`src/rtl/id_qbuf.sv`:
```
// Decode-to-dispatch queue buffer: a small circular FIFO holding decoded bundles,
// with one-cycle latency, flush, global enable and an almost-full indication.
module id_qbuf #(
  parameter int PAYLOAD_W = 128,
  parameter int DEPTH     = 4,
  parameter int AFULL_LVL = DEPTH - 1
) (
  input  logic                       clk,
  input  logic                       rst_n,
  input  logic                       cpu_en,
  input  logic                       flush,
  input  logic                       in_valid,
  input  logic [PAYLOAD_W-1:0]       in_data,
  output logic                       in_ready,
  output logic                       out_valid,
  output logic [PAYLOAD_W-1:0]       out_data,
  input  logic                       out_ready,
  output logic [$clog2(DEPTH):0]     count,
  output logic                       afull
);

  localparam int ADDR_W = $clog2(DEPTH);
  localparam int CNT_W  = ADDR_W + 1;
  localparam logic [CNT_W-1:0] DEPTH_C = CNT_W'(DEPTH);
  localparam logic [CNT_W-1:0] AFULL_C = CNT_W'(AFULL_LVL);

  logic [PAYLOAD_W-1:0] mem_q [DEPTH];
  logic [PAYLOAD_W-1:0] mem_d [DEPTH];
  logic [ADDR_W-1:0]    wr_ptr_q, wr_ptr_d;
  logic [ADDR_W-1:0]    rd_ptr_q, rd_ptr_d;
  logic [CNT_W-1:0]     count_q, count_d;
  logic                 enq, deq;

  // Full blocks new entries even when the head is leaving this cycle, so
  // in_ready never depends on out_ready.
  assign in_ready  = cpu_en && !flush && (count_q < DEPTH_C);
  assign out_valid = cpu_en && (count_q != '0);
  assign out_data  = (count_q != '0) ? mem_q[rd_ptr_q] : '0;
  assign count     = count_q;
  assign afull     = (count_q >= AFULL_C);

  assign enq = in_valid && in_ready;
  assign deq = out_valid && out_ready && !flush;

  always_comb begin
    mem_d    = mem_q;
    wr_ptr_d = wr_ptr_q;
    rd_ptr_d = rd_ptr_q;
    count_d  = count_q;
    if (cpu_en && flush) begin
      wr_ptr_d = '0;
      rd_ptr_d = '0;
      count_d  = '0;
    end else begin
      if (enq) begin
        mem_d[wr_ptr_q] = in_data;
        wr_ptr_d        = wr_ptr_q + ADDR_W'(1);
      end
      if (deq) begin
        rd_ptr_d = rd_ptr_q + ADDR_W'(1);
      end
      if (enq && !deq) begin
        count_d = count_q + CNT_W'(1);
      end else if (deq && !enq) begin
        count_d = count_q - CNT_W'(1);
      end
    end
  end

  always_ff @(posedge clk or negedge rst_n) begin
    if (!rst_n) begin
      mem_q    <= '{default: '0};
      wr_ptr_q <= '0;
      rd_ptr_q <= '0;
      count_q  <= '0;
    end else begin
      mem_q    <= mem_d;
      wr_ptr_q <= wr_ptr_d;
      rd_ptr_q <= rd_ptr_d;
      count_q  <= count_d;
    end
  end

endmodule

```
`config.mk`:
```
export PLATFORM = sky130hd
export DESIGN_NAME = id_qbuf
export DESIGN_NICKNAME = d
export VERILOG_FILES = /design/src/rtl/id_qbuf.sv
export SDC_FILE = /design/constraint.sdc
export NUM_CORES = 1
export LEC_CHECK = 0
export ABC_AREA = 1
export BUFFER_PORTS_ARGS = -buffer_cell sky130_fd_sc_hd__buf_2
export CELL_PAD_IN_SITES_DETAIL_PLACEMENT = 2
export CELL_PAD_IN_SITES_GLOBAL_PLACEMENT = 2
export CORE_AREA = 2 2 282 284
export DETAILED_ROUTE_END_ITERATION = 8
export DIE_AREA = 0 0 284 286
export GPL_ROUTABILITY_DRIVEN = 1
export PLACE_DENSITY_LB_ADDON = 0.2
export SYNTH_ARGS = -nofsm -noshare
export SYNTH_HDL_FRONTEND = slang
export SYNTH_SLANG_ARGS = --single-unit
```
`constraint.sdc`:
```
create_clock -name clk -period 1.6 [get_ports clk]
set_input_delay 0.08 -clock clk [delete_from_list [all_inputs] [get_ports clk]]
set_output_delay 0.08 -clock clk [all_outputs]
set_load 0.01 [all_outputs]
```
==> parameters.txt, run 1 <==
Parameter                              Value

STA
  Accumulated negative setup slack    -137000 ps
  Final setup violating endpoints    639
  Number of pins exceeding their max-slew limit in the final report    0
  Worst slew pin tran    845 ps
  Worst setup slack after layout    -714 ps
  Number of hold violations in the final report    0
  Setup repair after global routing missed its margin    true
  Post-Route Skew    23.4 ps
  Share of the clock period used by the worst path after layout    145%
  Max Clock Freq    0.432 GHz
  Slew HR    43.5%
  Clock period minus final worst setup slack    2310 ps

Clocking
  # H-tree levels    3
  Clock-pin transition on the worst setup and hold timing paths    60 ps
  Clock tree from TritonCTS    built
  Clock sink count    519
  Clock root buffer master    sky130_fd_sc_hd__clkbuf_16
  Bufs on Longest Clock Path    3
  Skew-Pair Late Insertion Delay    600 ps
  Number of CTS-inserted buffers    66

Synth
  Syn Std Cell Area    24000 um^2
  Yosys reg bits    519
  Library cell occupying the most area in the post-synthesis netlist    sky130_fd_sc_hd__dfrtp_1
  Area share of the largest cell type after synthesis    54.0%
  Cell variety after synth    19
  Dominant cells by area after synthesis    sky130_fd_sc_hd__dfrtp_1, sky130_fd_sc_hd__o21ai_0, sky130_fd_sc_hd__nand2_1
  Net count of the mapped netlist    3140
  Cell count after synthesis    3001
  Average cell area after synthesis    8.01 um^2
  Sequential element share of the synthesized area    54.0%
  Synth warnings    0

Setup path
  Critical path, cell by cell    inv_8 > buf_16 > buf_4 > o21ai_0 > a21oi_1 > buf_2
  Crit path max fanout    27
  Slowest cell delay on critical path    540 ps
  Worst setup path startpoint    rd_ptr_q[0]
  Data required time at the worst endpoint    1520 ps
  Worst endpoint data arrival time    2230 ps
  Register-to-Register Setup Slack    -260 ps
  Endpoint of the most critical setup path    out_data[1]
  Setup crit end kind    output port
  Type of the setup path with the least slack    register to output port
  Element type at the critical path start    register
  End of the worst register-to-register path    mem_q[150]
  Slowest stage cell, crit path    sky130_fd_sc_hd__dfrtp_4
  Depth of the worst register-to-register path    8
  R2R Path Start    count[2]

Detailed routing
  Starting DRT DRC Count    1064
  Total number of vias    23500
  TritonRoute pass-1 iters    5
  Number of nets with antenna violations after detailed routing    0
  Final wirelength    102000 um
  Final routed DRC violation total    0
  Vias per cell    5.18
  Wirelength per Cell    22.5 um

Finish
  Layout overhead on the synthesized area    34.9%
  Share of layout cells above drive strength 1    18.9%
  Area of combinational cells with multiple inputs    9230 um^2
  Most common library cell in the layout ignoring fill and taps    sky130_fd_sc_hd__nand2_1
  Layout net count    3579
  Most frequent cells in the layout    sky130_fd_sc_hd__nand2_1, sky130_fd_sc_hd__o21ai_0, sky130_fd_sc_hd__dfrtp_1
  Total of fill cells in the finished design    8756
  Combined flip-flop and latch cell area    13000 um^2
  Utilization of the core after routing    41.4%

Global routing
  Initial antenna violation count    4
  Met1 Track Usage GR    30.8%
  GR met2 Demand/Resource    43.7%
  Overall overflow remaining after global route    0
  Met3 track utilization from global routing    3.28%
  Pin count of the biggest net entering global routing    119
  Number of global-route vias before repair    26800
  First-pass GRT wire length    158000 um
  Busiest grt layer    met2
  Global router's overall resource usage    24.6%

Floorplanning
  I/O pin count    268
  Std-Cell Core Area    78400 um^2
  Height of the die    286 um
  Initial cell density of the core    30.7%
  Number of core rows    103
  Die area    81200 um^2
  Die Width    284 um

Run status
  Violations in the final reports    negative setup slack
  Outcome    finished with violations

Run
  Max Cap Violations    0

Power
  Switching fraction of total power    39.7%
  Switch Pwr    24.7 mW
  Power share of the sequential group    33.5%
  Peak ir drop on the vdd network    0.000928 V
  Standby leakage power    15.6 nW
  Final Power    62.2 mW
  Part of the power in combinational logic    43.2%
  Power Internal    37.5 mW
  Pwr Density    1920 nW/um^2
  Power share of the clock group    23.4%

Placed design
  Weighted congestion at the end of routability-driven global placement    0.806
  Final HPWL DP    62600 um
  Count of input and output buffers    267

Hold path
  Worst min-delay path category    input port to register
[per-layer routing]
metal,vias up,share of wire [%]
met2,392,51
met1,12300,43
met5,-,0.026
li1,10700,-
met3,160,3.0
met4,4,2.8
[worst max-delay path, delay by kind of cell, from the launching register on]
| family | cells | cell delay [ps] |
|---|---|---|
| DFF | 1 | 540 |
| buffers and inverters | 4 | 750 |
| AOI/OAI and AO/OA | 2 | 310 |
[worst min path at each step]
| stage | slack (ps) | to | cells past startpoint | start |
|---|---|---|---|---|
| after CTS | 5 | wr_ptr_q[1] | 6 | in_valid |
| final | 50 | wr_ptr_q[1] | 6 | in_valid |
| after global placement | -40 | mem_q[152] | 1 | rst_n |
| after global routing | 60 | wr_ptr_q[1] | 6 | in_valid |
| after detailed placement | -50 | mem_q[152] | 1 | rst_n |
| after floorplan | -220 | count[0] | 0 | rst_n |
[cells by family after synthesis]
group	after synthesis	share of synthesized area, %
compound gates	1158	24.1
simple gates	803	12.7
flops	519	54.0
buf+inv	516	8.89
fa+ha+maj	5	0.292
[sequential cells by signal (all words and copies together) (netlist names)]
signal,count
mem_q,512
count,3
rd_ptr_q,2
wr_ptr_q,2
[cell usage after synthesis, drive strengths merged]
| cell type | count |
|---|---|
| inv | 278 |
| dfrtp | 519 |
| ha | 4 |
| nor3 | 1 |
| o21ai | 774 |
| nor2 | 9 |
| nand3 | 6 |
| a21oi | 384 |
| buf | 127 |
| nand2 | 786 |
| nand4 | 1 |
| fa | 1 |
| clkbuf | 111 |
[area by class of cell]
type / count / area share [%]
Sequential cell: 519 / 40.1
Multi-Input combinational cell: 1966 / 28.5
Timing Repair Buffer: 608 / 17.7
Clock buffer: 94 / 5.85
Tap cell: 1050 / 4.05
Inverter: 278 / 3.32
Clock inverter: 18 / 0.490
Timing Repair inverter: 1 / 0.0193
Antenna cell: 1 / 0.00772
[power by group through the flow]
stage | combinational, mW | sequential, mW | clock, mW
2_1_floorplan | 12.3 | 20.1 | 0
3_3_place_gp | 22.4 | 20.6 | 0
3_5_place_dp | 23.5 | 21.0 | 0
4_1_cts | 26.2 | 20.8 | 14.9
5_1_grt | 29.4 | 21.5 | 15.5
6_report | 26.8 | 20.8 | 14.5
[per-stage QoR]
step / cells / setup WS, ps / hold slack [ps] / area (um^2)
after floorplan: 3001 / 2.94 / -216 / 24000
after global placement: 4258 / -104 / -38.3 / 28100
after detailed placement: 4258 / -193 / -47.8 / 28100
after CTS: 4521 / -754 / 4.50 / 32000
after global routing: 4535 / -811 / 65.0 / 32400
final: 4535 / -714 / 53.2 / 32400
[repair_timing]
| item | 4_1_cts | 5_1_grt |
|---|---|---|
| hold buffers | 132 | 0 |
| setup endpoints to repair | 546 | 644 |
| gates resized for setup | 101 | 98 |
| pin swaps | 35 | 28 |
| gates cloned | 8 | 7 |
| buffers inserted | 11 | 6 |
| endpoints found under the hold margin | 1034 | 0 |
No activity file was read; power rests on OpenSTA's default activity.
==> run 2: changes to the inputs <==
- CORE_AREA: 2 2 282 284 -> 2 2 266 268
- DIE_AREA: 0 0 284 286 -> 0 0 268 270
- GPL_ROUTABILITY_DRIVEN: 1 -> 0
- PLACE_DENSITY: unset -> 0.77
- PLACE_DENSITY_LB_ADDON: 0.2 -> unset
- clock period: 1.6 -> 2.3 ns (I/O delays scaled with it)
==> run 2 against run 1 <==
Sequential power is 29% lower. Critical endpoint is now out_data[62]. Critical path depth is 1 higher. Non-clock buffer count is 85 lower. Via count is 1.8% higher. Clock power is 33% lower. Worst setup slack better by 490 ps. Routed wire length is 9.3% higher. The run still ends with negative setup slack left.
==> parameters.txt, run 2 (synthesis gave the netlist of run 1 again) <==
Parameter                              Value

Finish
  Layout net count    3492 (was 3579)
  Most common library cell in the layout ignoring fill and taps    sky130_fd_sc_hd__nand2_1 (unchanged)
  Utilization of the core after routing    45.9% (was 41.4%)
  Total of fill cells in the finished design    7461 (was 8756)
  Layout overhead on the synthesized area    32.9% (was 34.9%)
  Share of layout cells above drive strength 1    20.0% (was 18.9%)
  Most frequent cells in the layout    sky130_fd_sc_hd__nand2_1, sky130_fd_sc_hd__o21ai_0, sky130_fd_sc_hd__dfrtp_1 (unchanged)
  Post-route standard cell area excluding fillers    31900 um^2 (was 32400 um^2)
  Max reg flops    512 (unchanged)
  Biggest register    mem_q (unchanged)

Setup path
  Type of the setup path with the least slack    register to output port (unchanged)
  Element type at the critical path start    register (unchanged)
  R2R Path Start    count[2] (unchanged)
  Worst setup path startpoint    rd_ptr_q[0] (unchanged)
  Data required time at the worst endpoint    2180 ps (was 1520 ps)
  Setup crit end kind    output port (unchanged)
  Crit path max fanout    7 (was 27)
  Register-to-Register Setup Slack    100 ps (was -260 ps)
  Depth of the worst register-to-register path    6 (was 8)
  Worst endpoint data arrival time    2410 ps (was 2230 ps)

Clocking
  Clock-pin transition on the worst setup and hold timing paths    60 ps (about the same)
  Bufs on Longest Clock Path    3 (unchanged)
  Clock tree from TritonCTS    built (unchanged)
  Clock sink count    519 (unchanged)
  Skew-Pair Late Insertion Delay    640 ps (was 600 ps)
  Number of CTS-inserted buffers    60 (was 66)
  Clock root buffer master    sky130_fd_sc_hd__clkbuf_16 (unchanged)
  # H-tree levels    2 (was 3)

Run
  Max Cap Violations    0 (unchanged)

Floorplanning
  I/O pin count    268 (unchanged)
  Die area    72400 um^2 (was 81200 um^2)
  Die Width    268 um (was 284 um)
  Height of the die    270 um (was 286 um)
  Number of core rows    97 (was 103)
  Std-Cell Core Area    69500 um^2 (was 78400 um^2)
  Initial cell density of the core    34.6% (was 30.7%)

STA
  Hold Slack    92.6 ps (was 53.2 ps)
  Number of hold violations in the final report    0 (unchanged)
  Slew HR    51.1% (was 43.5%)
  Post-Route Skew    30.4 ps (was 23.4 ps)
  Clock period minus final worst setup slack    2520 ps
  Max Clock Freq    0.396 GHz
  Share of the clock period used by the worst path after layout    110%
  Worst setup slack after layout    -222 ps (was -714 ps)
  Worst slew pin tran    733 ps (was 845 ps)
  Final setup violating endpoints    86 (was 639)
  Setup repair after global routing missed its margin    true (unchanged)
  Number of pins exceeding their max-slew limit in the final report    0 (unchanged)

Global routing
  Overall overflow remaining after global route    0 (unchanged)
  Number of global-route vias before repair    26900 (was 26800)
  Pin count of the biggest net entering global routing    94 (was 119)
  Global router's overall resource usage    28.7% (was 24.6%)
  Initial antenna violation count    7 (was 4)
  First-pass GRT wire length    161000 um (was 158000 um)

Power
  Pwr Density    1400 nW/um^2 (was 1920 nW/um^2)
  Peak ir drop on the vdd network    0.000667 V (was 0.000928 V)
  Power Internal    25.8 mW (was 37.5 mW)
  Power share of the clock group    21.6% (was 23.4%)
  Final Power    44.8 mW (was 62.2 mW)
  Switch Pwr    18.9 mW (was 24.7 mW)
  Part of the power in combinational logic    45.6% (was 43.2%)
  Power share of the sequential group    32.8% (was 33.5%)
  Switching fraction of total power    42.3% (was 39.7%)
  Standby leakage power    15.2 nW (was 15.6 nW)

Detailed routing
  Final wirelength    112000 um (was 102000 um)
  Vias per cell    5.51 (was 5.18)
  Total number of vias    23900 (was 23500)
  Final routed DRC violation total    0 (unchanged)
  Number of nets with antenna violations after detailed routing    0 (unchanged)
  TritonRoute pass-1 iters    5 (unchanged)
  Wirelength per Cell    25.7 um (was 22.5 um)
  Starting DRT DRC Count    1505 (was 1064)

Hold path
  Worst min-delay path category    input port to register (unchanged)
  Startpoint of the most critical hold path    out_ready (was in_valid)
  Hold path cells    7 (was 6)

Placed design
  Cell area reported after detailed placement    26500 um^2 (was 28100 um^2)
  Post-place setup slack    309 ps (was -193 ps)
  Count of input and output buffers    267 (unchanged)
  Final HPWL DP    54800 um (was 62600 um)

Run status
  Outcome    finished with violations (unchanged)
  Violations in the final reports    negative setup slack (unchanged)
## run 2: layout make-up
cell class / count / area [um^2] / share of cell area, %
multi-input cells: 1966 / 9750 / 30.5
clock buffers: 95 / 1860 / 5.84
repair inverters: 5 / 56.3 / 0.176
well taps: 940 / 1180 / 3.68
diodes: 6 / 15.0 / 0.0470
repair buffers: 523 / 4890 / 15.3
clock inverters: 11 / 92.6 / 0.290
inverters: 278 / 1090 / 3.43
flip-flops and latches: 519 / 13000 / 40.7
## run 2: worst max-delay path, cell delays in order (launching register included)
cell and delay (ps):
sky130_fd_sc_hd__dfrtp_4 530, sky130_fd_sc_hd__clkbuf_16 220, sky130_fd_sc_hd__buf_16 170, sky130_fd_sc_hd__clkbuf_16 180
sky130_fd_sc_hd__a21oi_2 110, sky130_fd_sc_hd__o21ai_1 90, sky130_fd_sc_hd__a21oi_1 250, sky130_fd_sc_hd__buf_2 190
## run 2: power groups by stage
stage	Clock, mW	Sequential (mW)	Combinational (mW)
3_5_place_dp	0	14.6	14.8
2_1_floorplan	0	14.0	8.57
6_report	9.65	14.7	20.4
5_1_grt	10.2	15.1	22.0
4_1_cts	9.80	14.4	17.6
3_3_place_gp	0	14.3	14.1
## run 2: timing repair
action / CTS / global route
setup endpoints to repair: 128 / 130
pin swaps: 45 / 112
hold buffers: 135 / 0
gates resized for setup: 136 / 284
gates cloned: 14 / 21
endpoints found under the hold margin: 861 / 0
setup buffers: 14 / 5
## run 2: metrics by stage
stage | instances | TNS [ps]
CTS | 4312 | -5330
global route | 4342 | -13370
finish | 4343 | -4280
floorplan | 3001 | 0
detailed placement | 4043 | 0
global placement | 4043 | 0
## run 2: metal layers
layer	wire [um]	up-vias	GRT usage, %
met3	4390	227	4.08
met5	27	-	0
met4	4060	4	8.97
li1	-	10500	-
met2	56300	556	50.5
met1	46700	12600	36.2
## run 2: final timing paths
| path | end |
|---|---|
| min in group asynchronous | mem_q[280] |
| max in group asynchronous | rd_ptr_q[1] |
| min | count[2] |
| min reg2reg | mem_q[433] |
| max reg2reg | mem_q[192] |
| max | out_data[62] |
